[config.mk]
export PLATFORM = sky130hd
export DESIGN_NAME = uart_rx
export DESIGN_NICKNAME = d
export VERILOG_FILES = /design/src/rtl/uart_rx_pkg.sv /design/src/rtl/uart_rx_sync.sv /design/src/rtl/uart_rx.sv
export SDC_FILE = /design/constraint.sdc
export NUM_CORES = 1
export LEC_CHECK = 0
export CAP_MARGIN = 30
export CORE_ASPECT_RATIO = 0.9
export CORE_MARGIN = 2
export CORE_UTILIZATION = 33
export CTS_CLUSTER_DIAMETER = 200
export DETAILED_ROUTE_END_ITERATION = 8
export RECOVER_POWER = 25
export SYNTH_ARGS = -nofsm -noshare
export SYNTH_HDL_FRONTEND = slang
export SYNTH_SLANG_ARGS = --single-unit
export TNS_END_PERCENT = 10
[constraint.sdc]
create_clock -name clk_i -period 2.3 [get_ports clk_i]
set_clock_uncertainty 0.15 [all_clocks]
set_input_delay 0.23 -clock clk_i [delete_from_list [all_inputs] [get_ports clk_i]]
set_output_delay 0.23 -clock clk_i [all_outputs]
set_load 0.05 [all_outputs]
[src/rtl/uart_rx_pkg.sv]
// Shared UART receiver definitions: data length, counter widths, FSM state encoding
// and the parity helper.
package uart_rx_pkg;

  localparam int unsigned DATA_LEN  = 8;
  localparam int unsigned BIT_CTR_W = 3;

  // 3-bit state encodings; ST_PARITY is only reachable when UART_RX_PARITY_EN is defined
  typedef enum logic [2:0] {
    ST_IDLE   = 3'd0,
    ST_START  = 3'd1,
    ST_DATA   = 3'd2,
    ST_PARITY = 3'd3,
    ST_STOP   = 3'd4,
    ST_WAIT   = 3'd5
  } rx_state_e;

  // Even-parity bit for a data word (xor of all bits)
  function automatic logic even_parity(input logic [DATA_LEN-1:0] d);
    return ^d;
  endfunction

endpackage

[src/rtl/uart_rx_sync.sv]
// Two-flop synchroniser for an asynchronous single-bit input; resets to 1 (idle line).
// Ports:
//   clk_i   - destination clock
//   rst_n_i - asynchronous active-low reset
//   d_i     - asynchronous input
//   q_o     - synchronised output (2-cycle latency)
module uart_rx_sync (
  input  logic clk_i,
  input  logic rst_n_i,
  input  logic d_i,
  output logic q_o
);

  logic meta_q;
  logic sync_q;

  always_ff @(posedge clk_i or negedge rst_n_i) begin
    if (!rst_n_i) begin
      meta_q <= 1'b1;
      sync_q <= 1'b1;
    end else begin
      meta_q <= d_i;
      sync_q <= meta_q;
    end
  end

  assign q_o = sync_q;

endmodule

[src/rtl/uart_rx.sv]
// UART receiver: synchronises the serial line, detects the start bit, samples each bit at
// mid-bit and presents received bytes with a one-cycle valid strobe. Framing errors (stop
// bit low) give a one-cycle frame_err_o strobe; a held-low line (break) gives exactly one.
// Optional feature macro: UART_RX_PARITY_EN adds one even-parity bit and parity_err_o.
// Ports:
//   clk_i        - clock, all logic on rising edge
//   rst_n_i      - asynchronous active-low reset
//   rx_i         - serial line, idle high, asynchronous
//   data_o       - last good byte, LSB received first
//   data_o_v     - 1-cycle strobe, data_o updated
//   frame_err_o  - 1-cycle strobe, stop bit sampled low
//   parity_err_o - (UART_RX_PARITY_EN only) 1-cycle strobe, parity mismatch
module uart_rx
  import uart_rx_pkg::*;
#(
  parameter int unsigned CLKS_PER_BIT = 16
) (
  input  logic                clk_i,
  input  logic                rst_n_i,
  input  logic                rx_i,
  output logic [DATA_LEN-1:0] data_o,
  output logic                data_o_v,
`ifdef UART_RX_PARITY_EN
  output logic                parity_err_o,
`endif
  output logic                frame_err_o
);

  localparam int unsigned CW = $clog2(CLKS_PER_BIT);

  logic                 rx_s;
  rx_state_e            state_q;
  logic [CW-1:0]        clk_ctr_q;
  logic [BIT_CTR_W-1:0] bit_ctr_q;
  logic [DATA_LEN-1:0]  shift_q;
  logic [DATA_LEN-1:0]  data_q;
  logic                 data_v_q;
  logic                 frame_err_q;
`ifdef UART_RX_PARITY_EN
  logic                 par_q;
  logic                 parity_err_q;
`endif

  uart_rx_sync u_sync (
    .clk_i   (clk_i),
    .rst_n_i (rst_n_i),
    .d_i     (rx_i),
    .q_o     (rx_s)
  );

  wire mid_start = (clk_ctr_q == CW'(CLKS_PER_BIT/2 - 1));
  wire bit_end   = (clk_ctr_q == CW'(CLKS_PER_BIT - 1));

  // Receive FSM, counters, shift register and registered strobes
  always_ff @(posedge clk_i or negedge rst_n_i) begin
    if (!rst_n_i) begin
      state_q      <= ST_IDLE;
      clk_ctr_q    <= '0;
      bit_ctr_q    <= '0;
      shift_q      <= '0;
      data_q       <= '0;
      data_v_q     <= 1'b0;
      frame_err_q  <= 1'b0;
`ifdef UART_RX_PARITY_EN
      par_q        <= 1'b0;
      parity_err_q <= 1'b0;
`endif
    end else begin
      data_v_q    <= 1'b0;
      frame_err_q <= 1'b0;
`ifdef UART_RX_PARITY_EN
      parity_err_q <= 1'b0;
`endif
      unique case (state_q)
        ST_IDLE: begin
          clk_ctr_q <= '0;
          if (!rx_s) state_q <= ST_START;
        end
        ST_START: begin
          if (mid_start) begin
            clk_ctr_q <= '0;
            // A start bit that is already gone at mid-bit is a glitch
            state_q   <= rx_s ? ST_IDLE : ST_DATA;
          end else begin
            clk_ctr_q <= clk_ctr_q + CW'(1);
          end
        end
        ST_DATA: begin
          if (bit_end) begin
            clk_ctr_q <= '0;
            shift_q   <= {rx_s, shift_q[DATA_LEN-1:1]};
            if (bit_ctr_q == BIT_CTR_W'(DATA_LEN - 1)) begin
              bit_ctr_q <= '0;
`ifdef UART_RX_PARITY_EN
              state_q   <= ST_PARITY;
`else
              state_q   <= ST_STOP;
`endif
            end else begin
              bit_ctr_q <= bit_ctr_q + BIT_CTR_W'(1);
            end
          end else begin
            clk_ctr_q <= clk_ctr_q + CW'(1);
          end
        end
`ifdef UART_RX_PARITY_EN
        ST_PARITY: begin
          if (bit_end) begin
            clk_ctr_q <= '0;
            par_q     <= rx_s;
            state_q   <= ST_STOP;
          end else begin
            clk_ctr_q <= clk_ctr_q + CW'(1);
          end
        end
`endif
        ST_STOP: begin
          if (bit_end) begin
            clk_ctr_q <= '0;
            if (rx_s) begin
              // Back to idle at mid-stop so an immediate next start edge is caught
              state_q <= ST_IDLE;
`ifdef UART_RX_PARITY_EN
              if (even_parity(shift_q) != par_q) begin
                parity_err_q <= 1'b1;
              end else begin
                data_q   <= shift_q;
                data_v_q <= 1'b1;
              end
`else
              data_q   <= shift_q;
              data_v_q <= 1'b1;
`endif
            end else begin
              frame_err_q <= 1'b1;
              state_q     <= ST_WAIT;
            end
          end else begin
            clk_ctr_q <= clk_ctr_q + CW'(1);
          end
        end
        ST_WAIT: begin
          clk_ctr_q <= '0;
          if (rx_s) state_q <= ST_IDLE;
        end
        default: begin
          state_q   <= ST_IDLE;
          clk_ctr_q <= '0;
          bit_ctr_q <= '0;
        end
      endcase
    end
  end

  assign data_o      = data_q;
  assign data_o_v    = data_v_q;
  assign frame_err_o = frame_err_q;
`ifdef UART_RX_PARITY_EN
  assign parity_err_o = parity_err_q;
`endif

endmodule
# [Word level (Yosys, flattened, before mapping)]
# Index checks and enable logic that the tools add are counted.
[word_totals] output_inout_bits=10 memories=0 rom_bits=0 register_bits=30 mem_bits_rw=0 latchBits=0
[classes] div=0 muxes=21 n_mul=0 add_sub_neg=2 eq_ne=13 bitwise_logic=1 n_lt_le_gt_ge=0 shifts=0 reduce_logical=7
[op_table] op="$mux W3" count=9
[op_table] op="$pmux W3 S5" count=1
[op_table] op="$ne A2 B2 Y1 const B" count=5
[op_table] op="$eq A3 B3 Y1 const B" count=3
[op_table] op="$mux W4" count=2
[op_table] op="$pmux W4 S2" count=1
[op_table] op="$mux W1" count=6
[op_table] op="$pmux W3 S2" count=1
[op_table] op="$reduce_and A6 Y1" count=1
[op_table] op="$add A4 B1 Y4 const B" count=1
[op_table] op="$eq A4 B3 Y1 const B" count=1
[op_table] op="$eq A4 B4 Y1 const B" count=1
[op_table] op="$reduce_and A2 Y1" count=2
[op_table] op="$reduce_or A4 Y1" count=1
[op_table] op="$add A3 B1 Y3 const B" count=1
[op_table] op="$eq A3 B1 Y1 const B" count=1
[op_table] op="$eq A3 B2 Y1 const B" count=1
[op_table] op="$logic_not A3 Y1" count=1
[op_table] op="$reduce_and A3 Y1" count=1
[op_table] op="$mux W2" count=1
[op_table] op="$ne A2 B1 Y1 const B" count=1
[op_table] op="$reduce_or A2 Y1" count=1
[op_table] op="$not A1 Y1" count=1

# [Longest topological paths before layout]
# Gate-level depths: netlist (run 1).
[logic_depth] depth_word=4 depth_mapped=6 mapped_depth_nobuf=5

# [Cells and area by module]
# A second synthesis (run 1) with hierarchy kept.
[hier_totals] hier_cells=99 area_unflattened_um2=1296.2
[by_module_without_submodules] module="uart_rx" seq_area_each_um2=700.7 n_inst=1 area_each_um2=1243.7 cells_per_inst=97
[by_module_without_submodules] module="uart_rx_sync" seq_area_each_um2=52.6 n_inst=1 area_each_um2=52.6 cells_per_inst=2

# [Least setup slack after synthesis (run 1)]
# OpenSTA, ideal clock, no wires.
[synth_path] path_type="register to register" startpoint="register clk_ctr_q[0]" endpoint="register data_q[0], in the netlist data_o[0]" stages_incl_launch_ff=7 slack_ns=0.543 synth_period_minus_slack_ns=1.757 t_required_ns=2.025 arrival_time_ns=1.482 cell_sequence="dfrtp_1 -> ha_1 -> buf_6 -> and3_4 -> and4_4 -> buf_12 -> mux2_4"
[synth_via] elab_chain_cells=2
[synth_rtl] item="start, declared" line_no="uart_rx.sv:33" source="logic [CW-1:0] clk_ctr_q;"
[synth_rtl] item="start signal, assigned" line_no="uart_rx.sv:85" source="clk_ctr_q <= clk_ctr_q + CW'(1);"
[synth_rtl] item="start signal, assigned" line_no="uart_rx.sv:103" source="clk_ctr_q <= clk_ctr_q + CW'(1);"
[synth_rtl] item="start signal, assigned" line_no="uart_rx.sv:139" source="clk_ctr_q <= clk_ctr_q + CW'(1);"
[synth_rtl] item="$eq A4 B4 Y1" line_no="uart_rx.sv:52" source="wire bit_end = (clk_ctr_q == CW'(CLKS_PER_BIT - 1));"
[synth_rtl] item="$reduce_and A3 Y1 (no line)"
[synth_rtl] item="end signal, assigned" line_no="uart_rx.sv:131" source="data_q <= shift_q;"
[synth_rtl] item="end, declared" line_no="uart_rx.sv:36" source="logic [DATA_LEN-1:0] data_q;"
# Every way passes these cells.
# A chain may end at the register's enable or synchronous reset.

# [Worst setup path in the final report (run 1)]
[layout_path] startpoint="register clk_ctr_q[0]" endpoint="register data_q[6], in the netlist data_o[6]"
# Same word-level chain as after synthesis.

==> impl_summary.txt, run 1 <==
----------------------------------------------------
[Logic synthesis]
  Synthesized cell area ... 0.00135 mm^2
  Synthesized Nets ... 106
  Yosys Warn Count ... 0
  Top-area cell type share of the netlist area ... 0.518
  Asr flop ratio synth ... 1.00
  Yosys reg bits ... 30
  Unique masters post-synth ... 34
  Sequential cell area fraction in the yosys report ... 0.557
  Avg Inst Size Synth ... 13.5 um^2
  Area leader, netlist ... sky130_fd_sc_hd__dfrtp_1
  Leading cell types by total area after synthesis ... sky130_fd_sc_hd__dfrtp_1 52%, sky130_fd_sc_hd__mux2_4 8.9%, sky130_fd_sc_hd__mux2_2 6.7%
  Top cell types by occurrence after synthesis ... 28 x sky130_fd_sc_hd__dfrtp_1, 8 x sky130_fd_sc_hd__mux2_2, 8 x sky130_fd_sc_hd__mux2_4, 5 x sky130_fd_sc_hd__a21oi_1
  Number of enable-type register cells in the synthesized netlist ... 0
  Most frequently used flop master after synthesis ... sky130_fd_sc_hd__dfrtp_1
  Gate count after technology mapping ... 100
  Leading cell type by number of instances after synthesis ... sky130_fd_sc_hd__dfrtp_1

[Clock network]
  CTS clk-pin slew, worst paths ... 0.06 ns
  Sink Count ... 30
  Number of setup buffers added after CTS ... 0
  Post_cts resized ... 0
  Clock root buffer master ... sky130_fd_sc_hd__clkbuf_8
  Hold-fix buffers, CTS ... 0
  TritonCTS clock tree ... done
  CTS H-tree depth ... 2
  CTS Buffer Depth ... 2
  Clock latency of the later-clocked register in the worst-skew pair ... 0.28 ns
  Num CTS Buffers ... 5

[Floorplan]
  Die Width ... 71.5 um
  Effective utilization at floorplan ... 0.337
  Core region area ... 0.00402 mm^2
  Number of top-level design ports ... 13
  Floorplan die area ... 0.00463 mm^2
  Die extent in y ... 64.7 um
  Row cnt ... 22

[Setup path]
  Critical path class ... reg -> reg
  Largest stage delay, worst path ... 0.37 ns
  Sort of element at the end of the critical path ... flop
  Critical path required time ... 2.31 ns
  Data arrival time at the worst-slack endpoint ... 1.89 ns
  Critical-path maximum fanout ... 9
  Kind of start point of the critical path ... flop
  Slowest cell on crit path ... sky130_fd_sc_hd__dfrtp_1
  Crit path cell chain ... ha_1, and3_4, and4_4, mux2_4

[Drt]
  DR iter-0 viols ... 49
  Total iterations of the first detailed-routing run ... 4
  DR WL/cell ... 12.5 um
  Count of nets left with antenna violations after detail routing ... 0
  Routed vias ... 795
  Total wire length after detailed routing ... 2.06 mm
  DR DRC count ... 0
  Per-cell via count in the routed design ... 4.85

[Worst hold path]
  Class of the tightest hold or removal check ... reg -> reg

[GRT]
  Largest net degree at the start of global routing ... 31
  Met1 Use GR ... 0.146
  Most Used Layer, Global Route ... met1
  Number of global-route vias before repair ... 734
  Met2 track demand over resource in global routing ... 0.130
  Number of antenna violations at the first check in global routing ... 0
  Global-route wire length before repair ... 3.54 mm
  GRT Resource Usage Total ... 0.0996
  Remaining global-route overflow ... 0
  M3 GR Usage ... 0.0280

[Outcome]
  Result of the run ... completed

[Timing]
  Worst setup slack after layout ... 0.421 ns
  Fmax ... 532 MHz
  Fin crit share ... 0.817
  Total count of hold-check failures in the final report ... 0
  Final Setup Violations ... 0
  Clock period minus worst slack ... 1.88 ns
  Total negative setup slack ... 0 ns
  Count of final max-slew check failures ... 0
  Relative slew slack ... 0.515
  Unrepaired setup endpoints after global routing ... no
  Worst-Margin Slew ... 0.728 ns

[Final layout]
  Layout cells sized above 1 ... 0.284
  Area Growth Syn to Fin ... 18.5%
  Number of fill cells in the layout ... 377
  FF+latch area ... 753 um^2
  Area of combinational cells with multiple inputs ... 541 um^2
  Final layout net count ... 121
  Final antenna diode count ... 0

[Placement]
  HPWL after DPL ... 1.43 mm
  Dpl ws ... 0.447 ns
  Final RePlAce weighted congestion ... 0.796
  Count of input and output buffers ... 12

[Flow run]
  Max capacitance violation total ... 0

[Power]
  Max IR drop VDD ... 0.000269 V
  Power Density ... 844 mW/mm^2
  P_leak ... 0.741 nW

----------------------------------------------------
## power breakdown
group	total [mW]	leakage [nW]	switching [mW]	internal [mW]
registers	0.649	0.402	0.0738	0.575
clock network	0.509	0.0579	0.191	0.318
logic	0.194	0.282	0.0943	0.0998
total	1.35	0.741	0.359	0.993
## final timing paths
| path | cells after the start | slack (ns) | from | endpoint |
|---|---|---|---|---|
| min in group asynchronous | 2 | 0.40 | rst_n_i | clk_ctr_q[0] |
| worst min-delay path | 0 | 0.21 | u_sync.meta_q | u_sync.q_o |
| worst min register to register | 0 | 0.21 | u_sync.meta_q | u_sync.q_o |
| max in group asynchronous | 2 | 1.14 | rst_n_i | data_o[6] |
| worst max register to register | 4 | 0.42 | clk_ctr_q[0] | data_o[6] |
| worst max-delay path | 4 | 0.42 | clk_ctr_q[0] | data_o[6] |
## cells in the final DEF (no fill, tap or decap), types with 2 or more instances in the layout
cell type and count:
sky130_fd_sc_hd__a21oi_1 5, sky130_fd_sc_hd__a22o_1 3, sky130_fd_sc_hd__clkbuf_8 5, sky130_fd_sc_hd__clkdlybuf4s50_1 10, sky130_fd_sc_hd__clkinv_2 2, sky130_fd_sc_hd__dfrtp_1 28
sky130_fd_sc_hd__dfstp_2 2, sky130_fd_sc_hd__dlygate4sd3_1 2, sky130_fd_sc_hd__ha_1 3, sky130_fd_sc_hd__inv_1 2, sky130_fd_sc_hd__mux2_2 8, sky130_fd_sc_hd__mux2_4 8
sky130_fd_sc_hd__nand3_1 4, sky130_fd_sc_hd__nor2_1 3, sky130_fd_sc_hd__nor2b_1 2, sky130_fd_sc_hd__nor3_1 3, sky130_fd_sc_hd__o21ai_0 2, sky130_fd_sc_hd__o311a_1 2
sky130_fd_sc_hd__or3_1 2, sky130_fd_sc_hd__xor2_1 2
## cell families after synthesis
kind of cell | count (synthesis) | synth area share
flops | 30 | 0.557
simple gates | 26 | 0.124
mux | 16 | 0.155
compound gates | 15 | 0.0796
buf+inv | 8 | 0.0435
fa+ha+maj | 3 | 0.0278
xor+xnor | 2 | 0.0130
## metrics by stage
step           cells  total power [mW]  hold WS, ns   util  instance area [um^2]
5_1_grt          164              1.43        0.214  0.399                  1600
2_1_floorplan    100             0.823       -0.216      -                  1350
6_report         164              1.35        0.208  0.399                  1600
3_3_place_gp     156             0.852        0.196  0.372                  1500
4_1_cts          164              1.38        0.204  0.399                  1610
3_5_place_dp     156             0.856        0.200  0.372                  1500
## worst max-delay path, delay by kind of cell, from the launching register on
| kind | cells | cell delay, ns |
|---|---|---|
| adders and majority gates | 1 | 0.31 |
| DFF | 1 | 0.37 |
| muxes | 1 | 0.32 |
| and+or+nand+nor | 2 | 0.61 |
## registers in the layout, summed over array words and instances (netlist names)
| name | flops |
|---|---|
| u_sync.q_o | 1 |
| u_sync.meta_q | 1 |
| bit_ctr_q | 3 |
| data_o | 8 |
| data_o_v | 1 |
| frame_err_o | 1 |
| state_q | 3 |
| shift_q | 8 |
| clk_ctr_q | 4 |
## final cells by class
cell class,count,area share
Clock buffer,5,0.0429
Clock inverter,3,0.0250
Inverter,2,0.00468
Multi-Input combinational cell,62,0.337
Sequential cell,30,0.470
Tap cell,48,0.0375
Timing Repair Buffer,14,0.0827
## routing by layer
metal | vias to the layer above | wire (um)
met5 | - | 0
met1 | 381 | 1110
li1 | 398 | -
met4 | 0 | 34
met3 | 3 | 61
met2 | 13 | 850
No activity file was read; power rests on OpenSTA's default activity.
==> run 2, diff against run 1 <==
Clock period 2.3 ns to 1.9 ns, I/O delays scaled along.
==> run 2 against run 1 <==
Effect of this change:
- clock-buffer cell count is 1 higher
- sequential share of layout area fell by 0.69 points
- sequential power grew 14%
- global-route usage grew 1.9 points
- hold slack lost 0.00078 ns
- clock power grew 5.3%
- wire length increased by 18%
- cell count grew 3.0%
- critical path type is now reg -> out
- critical endpoint is now data_o[0]
- largest cell class unchanged
==> impl_summary.txt, run 2 (same netlist as run 1, synthesis figures left out) <==
----------------------------------------------------
[Clock network]
  Post_cts resized ... 0 (unchanged)
  Number of setup buffers added after CTS ... 0 (unchanged)
  TritonCTS clock tree ... done (unchanged)
  CTS Buffer Depth ... 2 (unchanged)
  CTS clk-pin slew, worst paths ... 0.07 ns (was 0.06 ns)
  Num CTS Buffers ... 5 (unchanged)
  Clock latency of the later-clocked register in the worst-skew pair ... 0.29 ns (was 0.28 ns)
  Sink Count ... 30 (unchanged)
  CTS H-tree depth ... 2 (unchanged)
  Clock root buffer master ... sky130_fd_sc_hd__clkbuf_8 (unchanged)
  Hold-fix buffers, CTS ... 0 (unchanged)

[Timing]
  Total count of hold-check failures in the final report ... 0 (unchanged)
  Total negative setup slack ... 0 ns (unchanged)
  Count of final max-slew check failures ... 0 (unchanged)
  Unrepaired setup endpoints after global routing ... no (unchanged)
  Final Setup Violations ... 0 (unchanged)
  Fin crit share ... 0.944
  Post-Route Hold Slack ... 0.207 ns (was 0.208 ns)
  Relative slew slack ... 0.524 (was 0.515)
  Clock period minus worst slack ... 1.79 ns
  Worst setup slack after layout ... 0.107 ns (was 0.421 ns)
  Worst-Margin Slew ... 0.715 ns (was 0.728 ns)
  Fmax ... 558 MHz

[Final layout]
  Leading cell type in the layout, fill and taps excluded ... sky130_fd_sc_hd__dfrtp_1 (unchanged)
  Layout cells sized above 1 ... 0.314 (was 0.284)
  Final antenna diode count ... 0 (unchanged)
  Post-layout utilization of the core ... 0.405 (was 0.399)
  Area of combinational cells with multiple inputs ... 541 um^2 (unchanged)
  Final non-filler cell area ... 0.00163 mm^2 (was 0.00160 mm^2)
  FF+latch area ... 753 um^2 (unchanged)
  Most frequent cells in the layout ... 28 x sky130_fd_sc_hd__dfrtp_1, 10 x sky130_fd_sc_hd__clkdlybuf4s50_1, 8 x sky130_fd_sc_hd__mux2_4, 8 x sky130_fd_sc_hd__mux2_2 (unchanged)
  Final layout net count ... 126 (was 121)
  Number of fill cells in the layout ... 379 (was 377)
  Final Instance Count excl. Fillers ... 169 (was 164)
  Area Growth Syn to Fin ... 20.3% (was 18.5%)

[Floorplan]
  Die extent in y ... 64.7 um (unchanged)
  Row cnt ... 22 (unchanged)
  Effective utilization at floorplan ... 0.337 (unchanged)
  Floorplan die area ... 0.00463 mm^2 (unchanged)
  Number of top-level design ports ... 13 (unchanged)
  Die Width ... 71.5 um (unchanged)
  Core region area ... 0.00402 mm^2 (unchanged)

[GRT]
  Global-route wire length before repair ... 4.04 mm (was 3.54 mm)
  Number of antenna violations at the first check in global routing ... 0 (unchanged)
  Number of global-route vias before repair ... 850 (was 734)
  Remaining global-route overflow ... 0 (unchanged)
  GRT Resource Usage Total ... 0.119 (was 0.0996)
  Largest net degree at the start of global routing ... 31 (unchanged)

[Placement]
  Count of input and output buffers ... 12 (unchanged)
  Placed Cells incl. Taps ... 161 (was 156)
  Final RePlAce weighted congestion ... 0.795 (was 0.796)
  HPWL after DPL ... 1.70 mm (was 1.43 mm)
  Placed Area ... 0.00153 mm^2 (was 0.00150 mm^2)
  Dpl ws ... 0.195 ns (was 0.447 ns)

[Setup path]
  Slowest cell on crit path ... sky130_fd_sc_hd__clkdlybuf4s50_1 (was sky130_fd_sc_hd__dfrtp_1)
  Critical path required time ... 1.56 ns (was 2.31 ns)
  Data arrival time at the worst-slack endpoint ... 1.45 ns (was 1.89 ns)
  Kind of start point of the critical path ... flop (unchanged)
  Sort of element at the end of the critical path ... primary output (was flop)
  Crit path cell chain ... clkdlybuf4s50_1 (was ha_1, and3_4, and4_4, mux2_4)
  Top delay family on crit path ... buffers and inverters (was simple AND/OR/NAND/NOR gates)
  Critical path class ... reg -> out (was reg -> reg)
  Critical-path maximum fanout ... 2 (was 9)
  Worst path buffer plus inverter count ... 1 (was 0)
  Largest stage delay, worst path ... 0.81 ns (was 0.37 ns)

[Drt]
  Routed vias ... 867 (was 795)
  Per-cell via count in the routed design ... 5.13 (was 4.85)
  Count of nets left with antenna violations after detail routing ... 0 (unchanged)
  DR DRC count ... 0 (unchanged)
  Total wire length after detailed routing ... 2.43 mm (was 2.06 mm)
  DR WL/cell ... 14.4 um (was 12.5 um)
  DR iter-0 viols ... 48 (was 49)
  Total iterations of the first detailed-routing run ... 4 (unchanged)

[Power]
  P_leak ... 0.756 nW (was 0.741 nW)
  Max IR drop VDD ... 0.000335 V (was 0.000269 V)
  Power Density ... 996 mW/mm^2 (was 844 mW/mm^2)
  Overall power ... 1.62 mW (was 1.35 mW)

[Outcome]
  Result of the run ... completed (unchanged)

[Flow run]
  Max capacitance violation total ... 0 (unchanged)

[Worst hold path]
  Class of the tightest hold or removal check ... reg -> reg (unchanged)

----------------------------------------------------
==> run 2: final cells by class <==
type | count | area share
flip-flops and latches | 30 | 0.463
multi-input cells | 62 | 0.332
repair buffers | 19 | 0.105
clock buffers | 6 | 0.0508
well taps | 48 | 0.0369
clock inverters | 2 | 0.00769
inverters | 2 | 0.00462
==> run 2: power breakdown <==
part           leakage (nW)  switching (mW)  internal [mW]
combinational         0.307           0.180          0.163
clock                0.0472           0.246          0.290
sequential            0.402          0.0448          0.696
total                 0.756           0.471           1.15
==> run 2: metal layers <==
metal,up-vias,track usage,part of all wire
met5,-,0,0
met4,0,0.0495,0.021
met3,8,0.0575,0.063
met2,22,0.176,0.45
met1,431,0.147,0.46
li1,406,-,-
==> run 2: path summary, 6_finish.rpt <==
| path | to | slack, ns | startpoint | depth (start not counted) |
|---|---|---|---|---|
| setup / recovery | data_o[0] | 0.11 | data_o[0] | 1 |
| hold / removal | u_sync.q_o | 0.21 | u_sync.meta_q | 0 |
| setup reg to reg | bit_ctr_q[2] | 0.20 | clk_ctr_q[0] | 4 |
| hold reg to reg | u_sync.q_o | 0.21 | u_sync.meta_q | 0 |
| max in group asynchronous | clk_ctr_q[1] | 0.80 | rst_n_i | 2 |
| min in group asynchronous | state_q[0] | 0.33 | rst_n_i | 2 |
==> run 3, diff against run 2 <==
Settings changed: GPL_TIMING_DRIVEN set to 0.
==> run 3 against run 2 <==
Effect of this change:
- sequential cell count is the same
- maximum frequency shrank 1.7%
- design area grew 2.0%
- cell count grew 0.59%
==> impl_summary.txt, run 3 (same netlist as run 1, synthesis figures left out) <==
----------------------------------------------------
[Outcome]
  Result of the run ... completed (unchanged)

[Setup path]
  Crit path cell chain ... ha_1, buf_6, and3_4, and4_4, buf_12, mux2_4 (was clkdlybuf4s50_1)
  Reg-to-reg critical path startpoint ... clk_ctr_q[0] (unchanged)
  Critical-path maximum fanout ... 9 (was 2)
  Top delay family on crit path ... simple AND/OR/NAND/NOR gates (was buffers and inverters)
  Sort of element at the end of the critical path ... flop (was primary output)
  Data arrival time at the worst-slack endpoint ... 1.84 ns (was 1.45 ns)
  Start point of the critical path ... clk_ctr_q[0] (was data_o[0])
  Slowest cell on crit path ... sky130_fd_sc_hd__dfrtp_1 (was sky130_fd_sc_hd__clkdlybuf4s50_1)
  Worst path buffer plus inverter count ... 2 (was 1)
  Critical path class ... reg -> reg (was reg -> out)
  Kind of start point of the critical path ... flop (unchanged)
  Largest stage delay, worst path ... 0.37 ns (was 0.81 ns)
  Critical path required time ... 1.91 ns (was 1.56 ns)

[Final layout]
  Area Growth Syn to Fin ... 22.7% (was 20.3%)
  Layout cells sized above 1 ... 0.311 (was 0.314)
  Leading cell type in the layout, fill and taps excluded ... sky130_fd_sc_hd__dfrtp_1 (unchanged)
  Number of fill cells in the layout ... 380 (was 379)
  Final Instance Count excl. Fillers ... 170 (was 169)
  Final layout net count ... 127 (was 126)
  Final non-filler cell area ... 0.00166 mm^2 (was 0.00163 mm^2)
  Most frequent cells in the layout ... 28 x sky130_fd_sc_hd__dfrtp_1, 10 x sky130_fd_sc_hd__clkdlybuf4s50_1, 8 x sky130_fd_sc_hd__mux2_4, 8 x sky130_fd_sc_hd__mux2_2, 6 x sky130_fd_sc_hd__clkbuf_8 (was 28 x sky130_fd_sc_hd__dfrtp_1, 10 x sky130_fd_sc_hd__clkdlybuf4s50_1, 8 x sky130_fd_sc_hd__mux2_4, 8 x sky130_fd_sc_hd__mux2_2)
  Final antenna diode count ... 0 (unchanged)

[Timing]
  Clock period minus worst slack ... 1.82 ns (was 1.79 ns)
  Worst-Margin Slew ... 0.696 ns (was 0.715 ns)
  Fin crit share ... 0.960 (was 0.944)
  Count of final max-slew check failures ... 0 (unchanged)
  Fmax ... 548 MHz (was 558 MHz)
  Total negative setup slack ... 0 ns (unchanged)
  Relative slew slack ... 0.534 (was 0.524)
  Total count of hold-check failures in the final report ... 0 (unchanged)
  Final Setup Violations ... 0 (unchanged)
  Unrepaired setup endpoints after global routing ... no (unchanged)

[Clock network]
  CTS Buffer Depth ... 2 (unchanged)
  Clock latency of the later-clocked register in the worst-skew pair ... 0.28 ns (was 0.29 ns)
  Sink Count ... 30 (unchanged)
  Num CTS Buffers ... 5 (unchanged)
  Hold-fix buffers, CTS ... 0 (unchanged)
  CTS clk-pin slew, worst paths ... 0.06 ns (was 0.07 ns)
  TritonCTS clock tree ... done (unchanged)
  Clock root buffer master ... sky130_fd_sc_hd__clkbuf_8 (unchanged)
  CTS H-tree depth ... 2 (unchanged)

[Drt]
  Routed vias ... 870 (was 867)
  DR WL/cell ... 14.1 um (was 14.4 um)
  Total iterations of the first detailed-routing run ... 5 (was 4)
  Per-cell via count in the routed design ... 5.12 (was 5.13)
  DR DRC count ... 0 (unchanged)
  DR iter-0 viols ... 31 (was 48)
  Total wire length after detailed routing ... 2.39 mm (was 2.43 mm)
  Count of nets left with antenna violations after detail routing ... 0 (unchanged)

[Floorplan]
  Core region area ... 0.00402 mm^2 (unchanged)
  Row cnt ... 22 (unchanged)
  Effective utilization at floorplan ... 0.337 (unchanged)
  Number of top-level design ports ... 13 (unchanged)
  Floorplan die area ... 0.00463 mm^2 (unchanged)
  Die Width ... 71.5 um (unchanged)
  Die extent in y ... 64.7 um (unchanged)

[Power]
  Max IR drop VDD ... 0.000268 V (was 0.000335 V)
  Power Density ... 971 mW/mm^2 (was 996 mW/mm^2)
  P_leak ... 0.772 nW (was 0.756 nW)
  Overall power ... 1.61 mW (was 1.62 mW)

[GRT]
  Number of global-route vias before repair ... 883 (was 850)
  Number of antenna violations at the first check in global routing ... 0 (unchanged)
  Largest net degree at the start of global routing ... 19 (was 31)
  Remaining global-route overflow ... 0 (unchanged)
  Global-route wire length before repair ... 4.06 mm (was 4.04 mm)
  GRT Resource Usage Total ... 0.116 (was 0.119)

[Worst hold path]
  Class of the tightest hold or removal check ... reg -> reg (unchanged)
  Hold path start ... u_sync.meta_q (unchanged)

[Placement]
  HPWL after DPL ... 1.77 mm (was 1.70 mm)
  Final RePlAce weighted congestion ... 0.784 (was 0.795)
  Placed Cells incl. Taps ... 161 (unchanged)
  Placed Area ... 0.00156 mm^2 (was 0.00153 mm^2)
  Count of input and output buffers ... 12 (unchanged)

[Flow run]
  Max capacitance violation total ... 0 (unchanged)

----------------------------------------------------
run 3: cell types whose count changed in the layout (fill, tap and decap cells not counted), sizes merged:
cell,previous run,this run
clkinvlp,1,0
buf,6,8
run 3: worst reg2reg max path: stages (launching register included):
cell and delay, ns:
sky130_fd_sc_hd__dfrtp_1 0.37, sky130_fd_sc_hd__ha_1 0.17, sky130_fd_sc_hd__buf_6 0.13, sky130_fd_sc_hd__and3_4 0.22
sky130_fd_sc_hd__and4_4 0.24, sky130_fd_sc_hd__buf_12 0.14, sky130_fd_sc_hd__mux2_4 0.30
run 3: routing by layer:
layer	wire, um	vias up	GRT usage
li1	-	409	-
met1	1120	438	0.151
met2	1140	18	0.175
met3	78	5	0.0280
met4	53	0	0.0708
met5	0	-	0
run 3: repair_timing:
| action | CTS | global route |
|---|---|---|
| endpoints found under the setup margin | 0 | 7 |
| buffers inserted | 0 | 1 |
| gates resized for setup | 0 | 0 |
run 3: final timing paths:
kind / to / slack, ns / depth (start not counted)
setup reg to reg: data_o[6] / 0.08 / 6
hold reg to reg: u_sync.q_o / 0.21 / 0
setup / recovery: data_o[6] / 0.08 / 6
hold / removal: u_sync.q_o / 0.21 / 0
max in group asynchronous: u_sync.q_o / 0.75 / 2
min in group asynchronous: shift_q[0] / 0.25 / 1
run 3: layout make-up:
cell class	instances	area, um^2	area share
Inverter	2	7.51	0.00452
Sequential cell	30	753	0.454
Timing Repair Buffer	14	155	0.0935
Buffer	6	51.3	0.0309
Multi-Input combinational cell	62	541	0.326
Clock inverter	1	5.00	0.00302
Clock buffer	7	86.3	0.0520
Tap cell	48	60.1	0.0362
run 3: through the flow:
| step | hold WS (ns) | utilization | setup slack (ns) |
|---|---|---|---|
| after floorplan | -0.256 | - | 0.143 |
| after global placement | 0.195 | 0.381 | -0.000119 |
| after detailed placement | 0.200 | 0.388 | 0.0636 |
| after CTS | 0.155 | 0.411 | 0.0604 |
| after global routing | 0.219 | 0.413 | 0.00487 |
| final | 0.211 | 0.413 | 0.0751 |
run 3: power by group:
part	switching (mW)	internal (mW)
combinational	0.185	0.168
clock	0.223	0.291
sequential	0.0465	0.696
